File: config.mk
export PLATFORM = sky130hd
export DESIGN_NAME = wb_arbiter
export DESIGN_NICKNAME = d
export VERILOG_FILES = /design/src/rtl/wb_arbiter.sv
export SDC_FILE = /design/constraint.sdc
export NUM_CORES = 1
export LEC_CHECK = 0
export BUFFER_PORTS_ARGS = -buffer_cell sky130_fd_sc_hd__buf_4
export CORE_ASPECT_RATIO = 1.25
export CORE_UTILIZATION = 42
export DETAILED_ROUTE_END_ITERATION = 7
export PLACE_DENSITY = 0.8
export RECOVER_POWER = 50
export SLEW_MARGIN = 5
export SYNTH_ARGS = -nofsm -noshare
export SYNTH_HDL_FRONTEND = slang
export SYNTH_SLANG_ARGS = --single-unit
export TNS_END_PERCENT = 100
File: constraint.sdc
create_clock -name clk -period 3.7 [get_ports clk]
set_clock_uncertainty 0.1 [all_clocks]
set_input_delay 0.74 -clock clk [delete_from_list [all_inputs] [get_ports clk]]
set_output_delay 0.74 -clock clk [all_outputs]
set_load 0.005 [all_outputs]
File: src/rtl/wb_arbiter.sv
// rtl/wb_arbiter.sv - round-robin write-back arbiter, three requesters into one registered write port
module wb_arbiter #(
    parameter int WIDTH = 32
) (
    input  logic               clk,
    input  logic               rst,
    input  logic [2:0]         req_valid,
    output logic [2:0]         req_ready,
    input  logic [2:0]         req_gf,
    input  logic [14:0]        req_num,
    input  logic [3*WIDTH-1:0] req_data,
    input  logic               wb_stall,
    output logic               r_gfflag,
    output logic [4:0]         r_num,
    output logic [WIDTH-1:0]   r_data,
    output logic               enable
);

    localparam int NREQ = 3;

    logic [1:0]       ptr_q, ptr_d;
    logic             en_q, en_d;
    logic             gf_q, gf_d;
    logic [4:0]       num_q, num_d;
    logic [WIDTH-1:0] data_q, data_d;

    logic             grant_any;
    logic [1:0]       grant_idx;
    logic [1:0]       idx;
    logic             sel_gf;
    logic [4:0]       sel_num;
    logic [WIDTH-1:0] sel_data;
    logic             wr_ok;

    function automatic logic [1:0] wrap3(input logic [2:0] s);
        logic [2:0] t;
        t = (s >= 3'd3) ? s - 3'd3 : s;
        return t[1:0];
    endfunction

    // Scan from the farthest candidate back to ptr so the nearest valid one wins.
    always_comb begin
        grant_any = 1'b0;
        grant_idx = 2'd0;
        idx       = 2'd0;
        for (int k = NREQ - 1; k >= 0; k--) begin
            idx = wrap3({1'b0, ptr_q} + 3'(k));
            if (req_valid[idx]) begin
                grant_any = 1'b1;
                grant_idx = idx;
            end
        end
        if (rst || wb_stall) begin
            grant_any = 1'b0;
        end
    end

    always_comb begin
        req_ready = 3'b000;
        if (grant_any) begin
            req_ready = 3'b001 << grant_idx;
        end
    end

    always_comb begin
        sel_gf   = req_gf[grant_idx];
        sel_num  = req_num[int'(grant_idx) * 5 +: 5];
        sel_data = req_data[int'(grant_idx) * WIDTH +: WIDTH];
    end

    // General register 0 is hard-wired zero: the write is consumed but never issued.
    assign wr_ok = grant_any && (sel_gf || (sel_num != 5'd0));

    always_comb begin
        ptr_d  = ptr_q;
        en_d   = 1'b0;
        gf_d   = 1'b0;
        num_d  = 5'd0;
        data_d = '0;
        if (grant_any) begin
            ptr_d = wrap3({1'b0, grant_idx} + 3'd1);
        end
        if (wr_ok) begin
            en_d   = 1'b1;
            gf_d   = sel_gf;
            num_d  = sel_num;
            data_d = sel_data;
        end
    end

    always_ff @(posedge clk) begin
        if (rst) begin
            ptr_q  <= 2'd0;
            en_q   <= 1'b0;
            gf_q   <= 1'b0;
            num_q  <= 5'd0;
            data_q <= '0;
        end else begin
            ptr_q  <= ptr_d;
            en_q   <= en_d;
            gf_q   <= gf_d;
            num_q  <= num_d;
            data_q <= data_d;
        end
    end

    assign enable   = en_q;
    assign r_gfflag = gf_q;
    assign r_num    = num_q;
    assign r_data   = data_q;

endmodule
* After elaboration in Yosys (flattened, before gate mapping) *
Cells that the tools add are included.

word-level totals
  logic and storage cells = 51
  output and inout bits = 42
  register bits = 41
  input bits = 120

operators by class
  mux-type cells = 21
  shift operators = 3
  reductions and logical operators = 5
  order comparisons = 8
  bitwise gates (word level) = 1
  $add $sub $neg = 7
  multiply operators = 1

operators by type and width
  cell                                                                number
  indexed part select 96 x 8 -> 32 bit                                1
  indexed part select 15 x 6 -> 5 bit                                 1
  2-to-1 mux 2 bit                                                    7
  < comparator 2 x 3 -> 1 bit (second input constant)                 4
  greater-or-equal comparator 3 x 2 -> 1 bit (second input constant)  3
  2-to-1 mux 1 bit                                                    9
  binary-select mux 1 bit (select 2 bit)                              4
  subtractor 2 bit (second input constant)                            4
  adder 2 x 1 -> 3 bit (second input constant)                        2
  multiplier 2 x 3 -> 5 bit (second input constant)                   1
  nonzero test 5 bit                                                  1
  adder 2 x 2 -> 3 bit (second input constant)                        1
  2-to-1 mux 3 bit                                                    1
  left shift 1 x 2 -> 3 bit (first input constant)                    1
  greater-or-equal comparator 2 bit (second input constant)           1
  logical OR 1 bit                                                    2
  OR reduction 2 bit                                                  1
  logical AND 1 bit                                                   1
  NOT 1 bit                                                           1

* Logic depth before layout (Yosys ltp) *
Gate-level depths: netlist of the first run.

  depth after elaboration = 15
  mapped depth = 11
  gate-level depth less buffers = 10

* Worst setup path after synthesis of the first run *
Ideal clock, no wire load.

  kind = in2out
  start point = input port req_valid[1]
  end point = output port req_ready[1]
  cell stages on the path = 8
  required time = 2.860 ns
  setup slack = 0.770 ns
  arrival = 2.090 ns
  path buffers = 2
  cell sequence = buf_2 mux2i_1 o221ai_2 o211ai_2 buf_2 ha_1 inv_1 nor2_1

on the way
  cells in the longest elaborated chain, start to end = 7
  elaborated cells on any way between the ends = 15
  classes of those cells = 1 x shift; 14 x mux

ends and longest elaborated chain
  item                                                                       RTL line  RTL
  start: declaration                                                         7         input logic [2:0] req_valid,
  binary-select mux 1 bit (select 2 bit)                                     48        if (req_valid[idx]) begin
  2-to-1 mux 1 bit (implied by the code)                                     48
  2-to-1 mux 2 bit / 2-to-1 mux 1 bit (equally long branches) (3 in series)  48
  left shift 1 x 2 -> 3 bit / 2-to-1 mux 1 bit (equally long branches)       61, 53
  2-to-1 mux 3 bit (*)                                                       60        if (grant_any) begin
  end: declaration                                                           8         output logic [2:0] req_ready,

Every way passes the cells marked *; elsewhere a longest branch is shown, timed or not. The select of a mux whose other input is x is not followed.

* Worst setup path in the final report of the first run *
  start point = register ptr_q[0]
  end point = output port req_ready[2]

on the way
  cells in the longest elaborated chain, start to end = 10
  elaborated cells on any way between the ends = 26
  classes of those cells = 5 x add/sub; 3 x order compare; 1 x shift; 17 x mux

ends and longest elaborated chain
  item                                                                                   RTL line  RTL
  start: declaration                                                                     21        logic [1:0] ptr_q, ptr_d;
  start signal: assignment                                                               99        ptr_q <= ptr_d;
  adder 2 x 2 -> 3 bit                                                                   47        idx = wrap3({1'b0, ptr_q} + 3'(k));
  greater-or-equal comparator 3 x 2 -> 1 bit / subtractor 2 bit (equally long branches)  37        t = (s >= 3'd3) ? s - 3'd3 : s;
  2-to-1 mux 2 bit                                                                       37
  binary-select mux 1 bit (select 2 bit)                                                 48
  2-to-1 mux 1 bit (implied by the code)                                                 48
  2-to-1 mux 2 bit / 2-to-1 mux 1 bit (equally long branches) (3 in series)              48
  left shift 1 x 2 -> 3 bit / 2-to-1 mux 1 bit (equally long branches)                   61, 53
  2-to-1 mux 3 bit (*)                                                                   60

Marked as above.

==> summary.md, run 1 <==
| Metric | Value |
|---|---|
| Status | complete, no violations |
| Clock period minus worst slack | 3.43 ns |
| Synth top area share | 33.8% |
| EDFF count, synth | 0 |
| Maximum clock rate | 292 MHz |
| Flops & latches, synth | 41 |
| Share of cells above drive strength 1 | 40.5% |
| Detailed Place HPWL | 5.77 mm |
| Critical Path Start | ptr_q[0] |
| Critical path capture point type | output port |
| R2R Path Start | ptr_q[0] |
| Congestion Overflow GR | 0 |
| First-pass GRT wire length | 12.0 mm |
| Nets | 556 |
| Crit start category | flop |
| Clk root buf | clkbuf_8 |
| Area Overhead vs Synth | 52.5% |
| Largest net degree at the start of global routing | 34 |
| Final hold viol count | 0 |
| Drt first pass iters | 4 |
| Die X | 70.0 microns |
| DRT iter0 DRCs | 101 |
| Hold Crit Start | ptr_q[1] |
| Deepest clock path buffer count | 2 |
| Ys Warns | 0 |
| Final period util | 92.6% |
| Layout Cell Area excl Fill | 0.00370 sq mm |
| Peak VDD IR | 300 uV |
| Cell count after synthesis | 280 |
| PortBufs | 161 |
| Top FF cell, synth | dfxtp_1 |
| Post-CTS Hold Buffers | 0 |
| Clk Latency, worst-skew pair | 0.28 ns |
| Vias in the first global route | 2540 |
| Distinct cells, synth | 42 |
| Syn Area/Cell | 8.68 sq um |
| Max transition margin | 23.1% |
| Top cells by area, synth | dfxtp_1 (34%), mux2i_1 (16%), a22o_1 (12%) |
| Site Rows | 30 |
| Post-CTS resize count | 0 |
| Worst setup path category | reg -> out |
| Total Routed Length | 7.53 mm |
| Ys async rst share | 0% |
| Post-synth top area cell | dfxtp_1 |
| Max Cap Viol | 0 |
| Routed Antenna Nets | 0 |
| RSZ-0062 raised after global routing | false |
| Final setup violation count | 0 |
| GP Congestion | 0.857 |
| Part of the Yosys area used for sequential elements | 33.8% |
| Vias/cell | 5.33 |
| CTS clk-pin slew, worst paths | 0.07 ns |
| Most frequent cells in the layout | buf_4 (128), nand2_1 (72), dfxtp_1 (41) |
| DRC | 0 |
| Pins Over Slew Limit | 0 |
| Post-Syn Nets | 405 |
| Die Area | 0.00610 sq mm |
| Antenna cells | 0 |
| Avg WL per Cell | 15.2 microns |
| PD cells | 448 mW/mm^2 |
| Area after DPL | 0.00362 sq mm |
| Mapped Area | 0.00243 sq mm |
| Core area | 0.00552 sq mm |
| Setup TNS | 0 ns |
| Worst Path Arrival | 2.59 ns |
| Max FO, Critical Path | 10 |
| CTS tree | done |
| CTS sink count | 41 |
| GR Util All Layers | 24.9% |
| I/O pins | 162 |
| Placed Cells | 488 |
| Initial antenna violation count | 0 |
| Leak | 1.89 nW |
| Commonest non-fill, non-tap cell in the layout | buf_4 |
| H-tree depth | 2 |
| Finished Layout Cells | 496 |
| Slew @ Worst Pin | 1.15 ns |
| Worst Path Required | 2.86 ns |
| Setup Buffers After CTS | 0 |
| CTS Buf Count | 5 |
| Initial cell density of the core | 44.0% |
| Detailed-route via count | 2642 |
| Min-delay worst type | reg -> reg |
| Height of the die | 87.0 microns |
## cells by family (layout without fill, tap and decap cells)
family	Yosys count	count (layout)	share of synthesized area, %
adder cells (fa/ha/maj)	5	5	2.57
multiplexers	40	40	16.5
buffers and inverters	30	182	7.00
AND/OR/NAND/NOR	104	104	18.2
flip-flops	41	41	33.8
AO/OA/AOI/OAI	60	60	21.9
## worst max-delay path, stage by stage (launching register included)
cell	delay [ns]
dfxtp_1	0.39
inv_1	0.08
ha_1	0.43
a22oi_1	0.32
o221ai_2	0.18
o211ai_2	0.31
inv_1	0.14
ha_1	0.22
inv_1	0.05
nor2_1	0.04
buf_4	0.16
## stage by stage
stage | hold WS [ns] | utilization [%] | setup WS (ns) | power [mW]
detailed placement | 0.381 | 65.6 | 0.419 | 1.32
floorplan | 0.359 | - | 0.770 | 1.03
global route | 0.433 | 67.1 | 0.0882 | 1.76
finish | 0.400 | 67.1 | 0.272 | 1.66
global placement | 0.377 | 65.6 | 0.538 | 1.30
CTS | 0.401 | 67.7 | 0.292 | 1.69
## power breakdown
| group | internal [mW] | switching [mW] | leakage [nW] |
|---|---|---|---|
| registers | 0.521 | 0.0259 | 0.336 |
| clock network | 0.220 | 0.149 | 0.0585 |
| logic | 0.384 | 0.361 | 1.49 |
## layout make-up
type | count | area (sq um)
repair buffers | 167 | 1230
clock buffers | 7 | 86.3
inverters | 7 | 26.3
fillers | 466 | 1810
clock inverters | 1 | 30.0
flip-flops and latches | 41 | 821
multi-input cells | 209 | 1430
well taps | 64 | 80.1
## flip-flops by register name, summed over array words and instances (netlist names)
signal	count
enable	1
r_gfflag	1
r_num	5
ptr_q	2
r_data	32
## worst paths after layout
kind | end | slack (ns) | depth (start not counted)
worst max-delay path | req_ready[2] | 0.27 | 10
worst min-delay path | ptr_q[1] | 0.40 | 2
worst max register to register | r_data[31] | 0.42 | 8
worst min register to register | ptr_q[1] | 0.40 | 2
## routing by layer
layer	wire (microns)	GRT usage [%]	vias to the layer above	part of all wire, %
met1	2820	27.1	1233	37
met4	181	8.73	0	2.4
li1	-	-	1282	-
met3	425	4.98	15	5.6
met2	4100	47.6	112	54
met5	0	0	-	0
## synthesized netlist by cell type, types with 2 or more instances
cell,instances
a211oi_1,5
a21oi_1,2
a22o_1,32
and2b_1,2
buf_2,10
buf_4,2
buf_6,5
clkbuf_1,6
dfxtp_1,41
ha_1,5
inv_1,7
mux2i_1,39
nand2_1,72
nand3b_1,3
nor2_1,14
nor2b_1,2
nor3_1,3
nor4_1,2
o21a_1,2
o21ai_0,4
No activity file was read; power rests on OpenSTA's default activity.
==> run 2, diff against run 1 <==
Clock period 3.7 ns to 3.5 ns, I/O delays scaled along.
==> run 2 against run 1 <==
Against the previous run: highest routed layer unchanged; critical endpoint unchanged; critical path depth grew 1; sequential share of layout area shrank 0.27 points; cell area grew 1.2%; largest cell class unchanged.
==> summary.md, run 2 (synthesized netlist as in run 1, its figures left out) <==
| Metric | Value |
|---|---|
| Status | complete, no violations |
| Max Cap Viol | 0 (unchanged) |
| Worst path max stage delay | 0.43 ns (about the same) |
| Share of cells above drive strength 1 | 42.2% (+1.7 points) |
| Largest net degree at the start of global routing | 34 (unchanged) |
| Initial antenna violation count | 0 (unchanged) |
| Post-CTS Hold Buffers | 0 (unchanged) |
| Vias in the first global route | 2532 (-0.31%) |
| Final worst slack | 0.256 ns (-0.0165 ns) |
| Die Area | 0.00610 sq mm (unchanged) |
| Slew @ Worst Pin | 1.15 ns (-0.00103 ns) |
| Final hold viol count | 0 (unchanged) |
| Vias/cell | 5.26 (-1.3%) |
| GR Util All Layers | 23.6% (-1.3 points) |
| Initial cell density of the core | 44.0% (unchanged) |
| Critical path depth | 11 (+1) |
| Sw Pwr | 0.577 mW (+7.7%) |
| Maximum clock rate | 308 MHz |
| Leak | 1.91 nW (+1.2%) |
| Critical path capture point type | output port |
| Pins Over Slew Limit | 0 (unchanged) |
| GP Congestion | 0.852 (-0.60%) |
| Max transition margin | 23.1% (+0.069 points) |
| Clock period minus worst slack | 3.24 ns |
| PD cells | 478 mW/mm^2 (+6.5%) |
| DP Worst Slack | 0.326 ns (-0.0928 ns) |
| DRC | 0 (unchanged) |
| WHS | 0.408 ns (+0.00749 ns) |
| Seq pwr share | 32.2% (-0.7 points) |
| Deepest clock path buffer count | 2 (unchanged) |
| Max FFs per register | 32 (unchanged) |
| First-pass GRT wire length | 11.6 mm (-3.6%) |
| Int Power | 1.21 mW (+7.8%) |
| I/O pins | 162 (unchanged) |
| CTS sink count | 41 (unchanged) |
| Area Overhead vs Synth | 54.3% |
| Detailed-route via count | 2617 (-0.95%) |
| H-tree depth | 2 (unchanged) |
| Height of the die | 87.0 microns (unchanged) |
| Routed Antenna Nets | 0 (unchanged) |
| Worst Path Required | 2.70 ns (-0.16 ns) |
| Die X | 70.0 microns (unchanged) |
| R2R Path Start | ptr_q[0] |
| Antenna cells | 0 (unchanged) |
| Hold path depth | 2 (unchanged) |
| Max FO, Critical Path | 10 (unchanged) |
| Detailed Place HPWL | 5.58 mm (-3.3%) |
| Gate power share | 45.9% (+1.0 points) |
| Clock network power share | 21.9% (-0.3 points) |
| Most frequent cells in the layout | buf_4 (130), nand2_1 (72), dfxtp_1 (41) |
| Reg2reg setup slack | 0.42 ns (about the same) |
| Setup TNS | 0 ns (unchanged) |
| Sw frac | 32.2% (about the same) |
| Min-delay worst type | reg -> reg |
| Clk Latency, worst-skew pair | 0.28 ns (about the same) |
| CP cell instances | inv_1 -> ha_2 -> a22oi_1 -> o22ai_1 -> o21a_1 -> nor2_1 -> or2_2 -> ha_1 -> inv_1 -> nor2_1 -> buf_4 |
| Drt first pass iters | 4 (unchanged) |
| Clk root buf | clkbuf_8 |
| CP endpoint | req_ready[2] |
| Nets | 558 (+0.36%) |
| CTS Buf Count | 5 (unchanged) |
| Commonest non-fill, non-tap cell in the layout | buf_4 |
| Avg WL per Cell | 14.8 microns (-2.4%) |
| Worst Path Arrival | 2.44 ns (-0.15 ns) |
| DRT iter0 DRCs | 107 (+5.9%) |
| Critical-path top delay cell | ha_2 |
| Core area | 0.00552 sq mm (unchanged) |
| Worst setup path category | reg -> out |
| Peak VDD IR | 314 uV (+4.7%) |
| PortBufs | 161 (unchanged) |
| Total Routed Length | 7.38 mm (-2.0%) |
| R2R cell count | 8 (unchanged) |
| Final period util | 92.7% |
| Critical Path Start | ptr_q[0] |
| RSZ-0062 raised after global routing | false |
| Largest delay share family, worst path | adder cells |
| Bufs and invs on worst path | 3 (-1) |
| Crit start category | flop |
| Crit Reg-Reg Endpoint | r_data[26] |
| CTS clk-pin slew, worst paths | 0.08 ns (about the same) |
| Final setup violation count | 0 (unchanged) |
| Congestion Overflow GR | 0 (unchanged) |
| Site Rows | 30 (unchanged) |
| CTS tree | done |
==> run 2: cell count changes in the layout (fill, tap and decap cells not counted), sizes merged <==
| cell | change |
|---|---|
| buf | +2 |
==> run 2: repair_timing <==
action	CTS	global route
buffers inserted	0	2
endpoints found under the setup margin	0	2
gates resized for setup	0	3
==> run 2: worst reg2reg max path: stages (launching register included) <==
cell,delay [ns]
dfxtp_1,0.37
inv_1,0.08
ha_2,0.36
a22oi_1,0.27
o221ai_2,0.19
o211ai_4,0.30
buf_4,0.17
and2b_1,0.89
a22o_1,0.29
==> run 2: power by group through the flow <==
stage	combinational [mW]	clock [mW]	sequential (mW)
floorplan	0.495	0	0.597
global route	0.892	0.426	0.582
detailed placement	0.809	0	0.589
finish	0.822	0.393	0.576
global placement	0.794	0	0.587
CTS	0.811	0.400	0.578
==> run 2: area by class of cell <==
type	instances	area, sq um
Clock buffer	7	86.3
Clock inverter	1	30.0
Fill cell	481	1770
Inverter	7	26.3
Multi-Input combinational cell	209	1450
Sequential cell	41	821
Tap cell	64	80.1
Timing Repair Buffer	169	1250
==> run 2: per-stage QoR <==
step | power [mW] | instances | utilization [%] | cell area, sq um
floorplan | 1.09 | 280 | - | 2430
global placement | 1.38 | 488 | 65.6 | 3620
detailed placement | 1.40 | 488 | 65.6 | 3620
CTS | 1.79 | 496 | 67.7 | 3740
global route | 1.90 | 498 | 68.0 | 3750
finish | 1.79 | 498 | 68.0 | 3750
==> run 2: layer usage <==
metal  wire, microns  GRT usage (%)  up-vias
met2            3890           42.7       96
li1                -              -     1285
met4             136           8.18        0
met3             414           5.56       12
met1            2930           27.2     1224
met5               0              0        -
==> run 2: worst min path at each step <==
stage / startpoint / endpoint / slack [ns]
6_report: ptr_q[1] / ptr_q[1] / 0.41
5_1_grt: ptr_q[1] / ptr_q[1] / 0.45
4_1_cts: ptr_q[1] / ptr_q[1] / 0.41
3_5_place_dp: ptr_q[1] / ptr_q[1] / 0.39
3_3_place_gp: ptr_q[1] / ptr_q[1] / 0.38
2_1_floorplan: ptr_q[1] / ptr_q[1] / 0.36
==> run 3, diff against run 2 <==
Settings changed: PLACE_DENSITY 0.8 to 0.77.
==> run 3 against run 2 <==
Against the previous run: cell area fell by 1.4%; die area did not move; maximum frequency up 0.26%; sequential share of layout area up 0.31 points; setup slack improved by 0.0086 ns; combinational power fell by 3.2%; flip-flop and latch count did not move; first-iteration DRC count decreased by 30%; critical path type unchanged; largest cell class unchanged; highest routed layer unchanged.
==> summary.md, run 3 (synthesized netlist as in run 1, its figures left out) <==
| Metric | Value |
|---|---|
| PD cells | 452 mW/mm^2 (-5.3%) |
| Antenna cells | 0 (unchanged) |
| Min-delay worst type | reg -> reg |
| Max Cap Viol | 0 (unchanged) |
| Hold Crit Start | ptr_q[1] |
| GR Util All Layers | 23.7% (+0.069 points) |
| CTS tree | done |
| Detailed-route via count | 2599 (-0.69%) |
| Met3 GRT Util | 5.90% (+0.35 points) |
| DRC | 0 (unchanged) |
| Maximum clock rate | 309 MHz (+0.26%) |
| Max FO, Critical Path | 12 (+2) |
| Global routing usage on met2 | 44.8% (+2.1 points) |
| Leak | 1.87 nW (-1.9%) |
| Area Overhead vs Synth | 52.2% |
| Finished Layout Cells | 496 (-0.40%) |
| Pins Over Slew Limit | 0 (unchanged) |
| Clk root buf | clkbuf_8 |
| Placed Cells | 488 (unchanged) |
| DRT iter0 DRCs | 75 (-30%) |
| I/O pins | 162 (unchanged) |
| First-pass GRT wire length | 11.6 mm (-0.53%) |
| Max transition margin | 24.1% (+0.92 points) |
| Largest net degree at the start of global routing | 34 (unchanged) |
| Setup TNS | 0 ns (unchanged) |
| PortBufs | 161 (unchanged) |
| Vias/cell | 5.24 (-0.29%) |
| Deepest clock path buffer count | 2 (unchanged) |
| M1 GR Usage | 25.4% (-1.9 points) |
| Total Routed Length | 7.41 mm (+0.49%) |
| Clk Latency, worst-skew pair | 0.29 ns (about the same) |
| Commonest non-fill, non-tap cell in the layout | buf_4 |
| Peak VDD IR | 288 uV (-8.2%) |
| Critical Path Start | ptr_q[1] |
| Initial antenna violation count | 0 (unchanged) |
| CTS sink count | 41 (unchanged) |
| Drt first pass iters | 4 (unchanged) |
| Height of the die | 87.0 microns (unchanged) |
| Routed Antenna Nets | 0 (unchanged) |
| Slew @ Worst Pin | 1.14 ns (-0.0137 ns) |
| Worst Path Arrival | 2.44 ns (about the same) |
| Layer with the highest usage | met2 |
| RSZ-0062 raised after global routing | false |
| Avg WL per Cell | 14.9 microns (+0.89%) |
| Share of cells above drive strength 1 | 41.7% (-0.50 points) |
| Final hold viol count | 0 (unchanged) |
| Setup Buffers After CTS | 0 (unchanged) |
| Crit start category | flop |
| Vias in the first global route | 2536 (+0.16%) |
| R2R Path Start | ptr_q[0] |
| H-tree depth | 2 (unchanged) |
| Final period util | 92.4% (-0.24 points) |
| Max FFs per register | 32 (unchanged) |
| Worst setup path category | reg -> out |
| Congestion Overflow GR | 0 (unchanged) |
| Post-CTS Hold Buffers | 0 (unchanged) |
| Final setup violation count | 0 (unchanged) |
| CTS clk-pin slew, worst paths | 0.08 ns (about the same) |
| Worst Path Required | 2.70 ns (about the same) |
| Die Area | 0.00610 sq mm (unchanged) |
| Core area | 0.00552 sq mm (unchanged) |
| GP Congestion | 0.799 (-6.2%) |
| Most frequent cells in the layout | buf_4 (127), nand2_1 (72), dfxtp_1 (41) |
| Clock period minus worst slack | 3.24 ns (-0.00856 ns) |
| Detailed Place HPWL | 5.73 mm (+2.8%) |
| CTS Buf Count | 5 (unchanged) |
| Initial cell density of the core | 44.0% (unchanged) |
| Status | complete, no violations |
| Die X | 70.0 microns (unchanged) |
| Site Rows | 30 (unchanged) |
| Nets | 556 (-0.36%) |
| Critical path capture point type | output port |
## run 3: worst max-delay path, cell delays in order, from the launching register on
cell and delay (ns):
dfxtp_1 0.35, inv_1 0.07, ha_2 0.32, mux2i_1 0.30, o221ai_2 0.19, o211ai_4 0.29, buf_4 0.23, ha_1 0.15
inv_1 0.03, nor2_1 0.09, buf_4 0.12
## run 3: final timing paths
check | end | cells past startpoint | slack, ns
max | req_ready[1] | 10 | 0.26
min reg2reg | ptr_q[1] | 2 | 0.40
min | ptr_q[1] | 2 | 0.40
max reg2reg | r_data[12] | 8 | 0.53
## run 3: cell type report
class                   instances  area [sq um]
clock buffers                   5          68.8
clock inverters                 3          17.5
fillers                       477          1820
inverters                       7          26.3
multi-input cells             209          1460
flip-flops and latches         41           821
well taps                      64          80.1
repair buffers                167          1220
## run 3: routing by layer
layer	wire length (microns)	up-vias
met5	0	-
met3	491	12
met4	156	0
met2	3890	99
met1	2870	1206
li1	-	1282
## run 3: where the power goes
group	switching (mW)	total, mW	internal [mW]	leakage, nW
logic	0.382	0.796	0.413	1.49
registers	0.0253	0.576	0.551	0.336
clock network	0.163	0.301	0.138	0.0439
## run 3: metrics by stage
step	cell area, sq um	power, mW	util [%]	worst slack (ns)	hold WS (ns)
3_3_place_gp	3620	1.38	65.6	0.476	0.378
3_5_place_dp	3620	1.39	65.6	0.400	0.391
4_1_cts	3710	1.70	67.2	0.0684	0.405
5_1_grt	3700	1.78	67.0	0.0570	0.441
6_report	3700	1.67	67.0	0.264	0.403
2_1_floorplan	2430	1.09	-	0.650	0.359
## run 3: what timing repair did
| action | in CTS | in global routing |
|---|---|---|
| resized for setup | 0 | 5 |
| endpoints found under the setup margin | 0 | 3 |
| endpoints found under the hold margin | 0 | 0 |
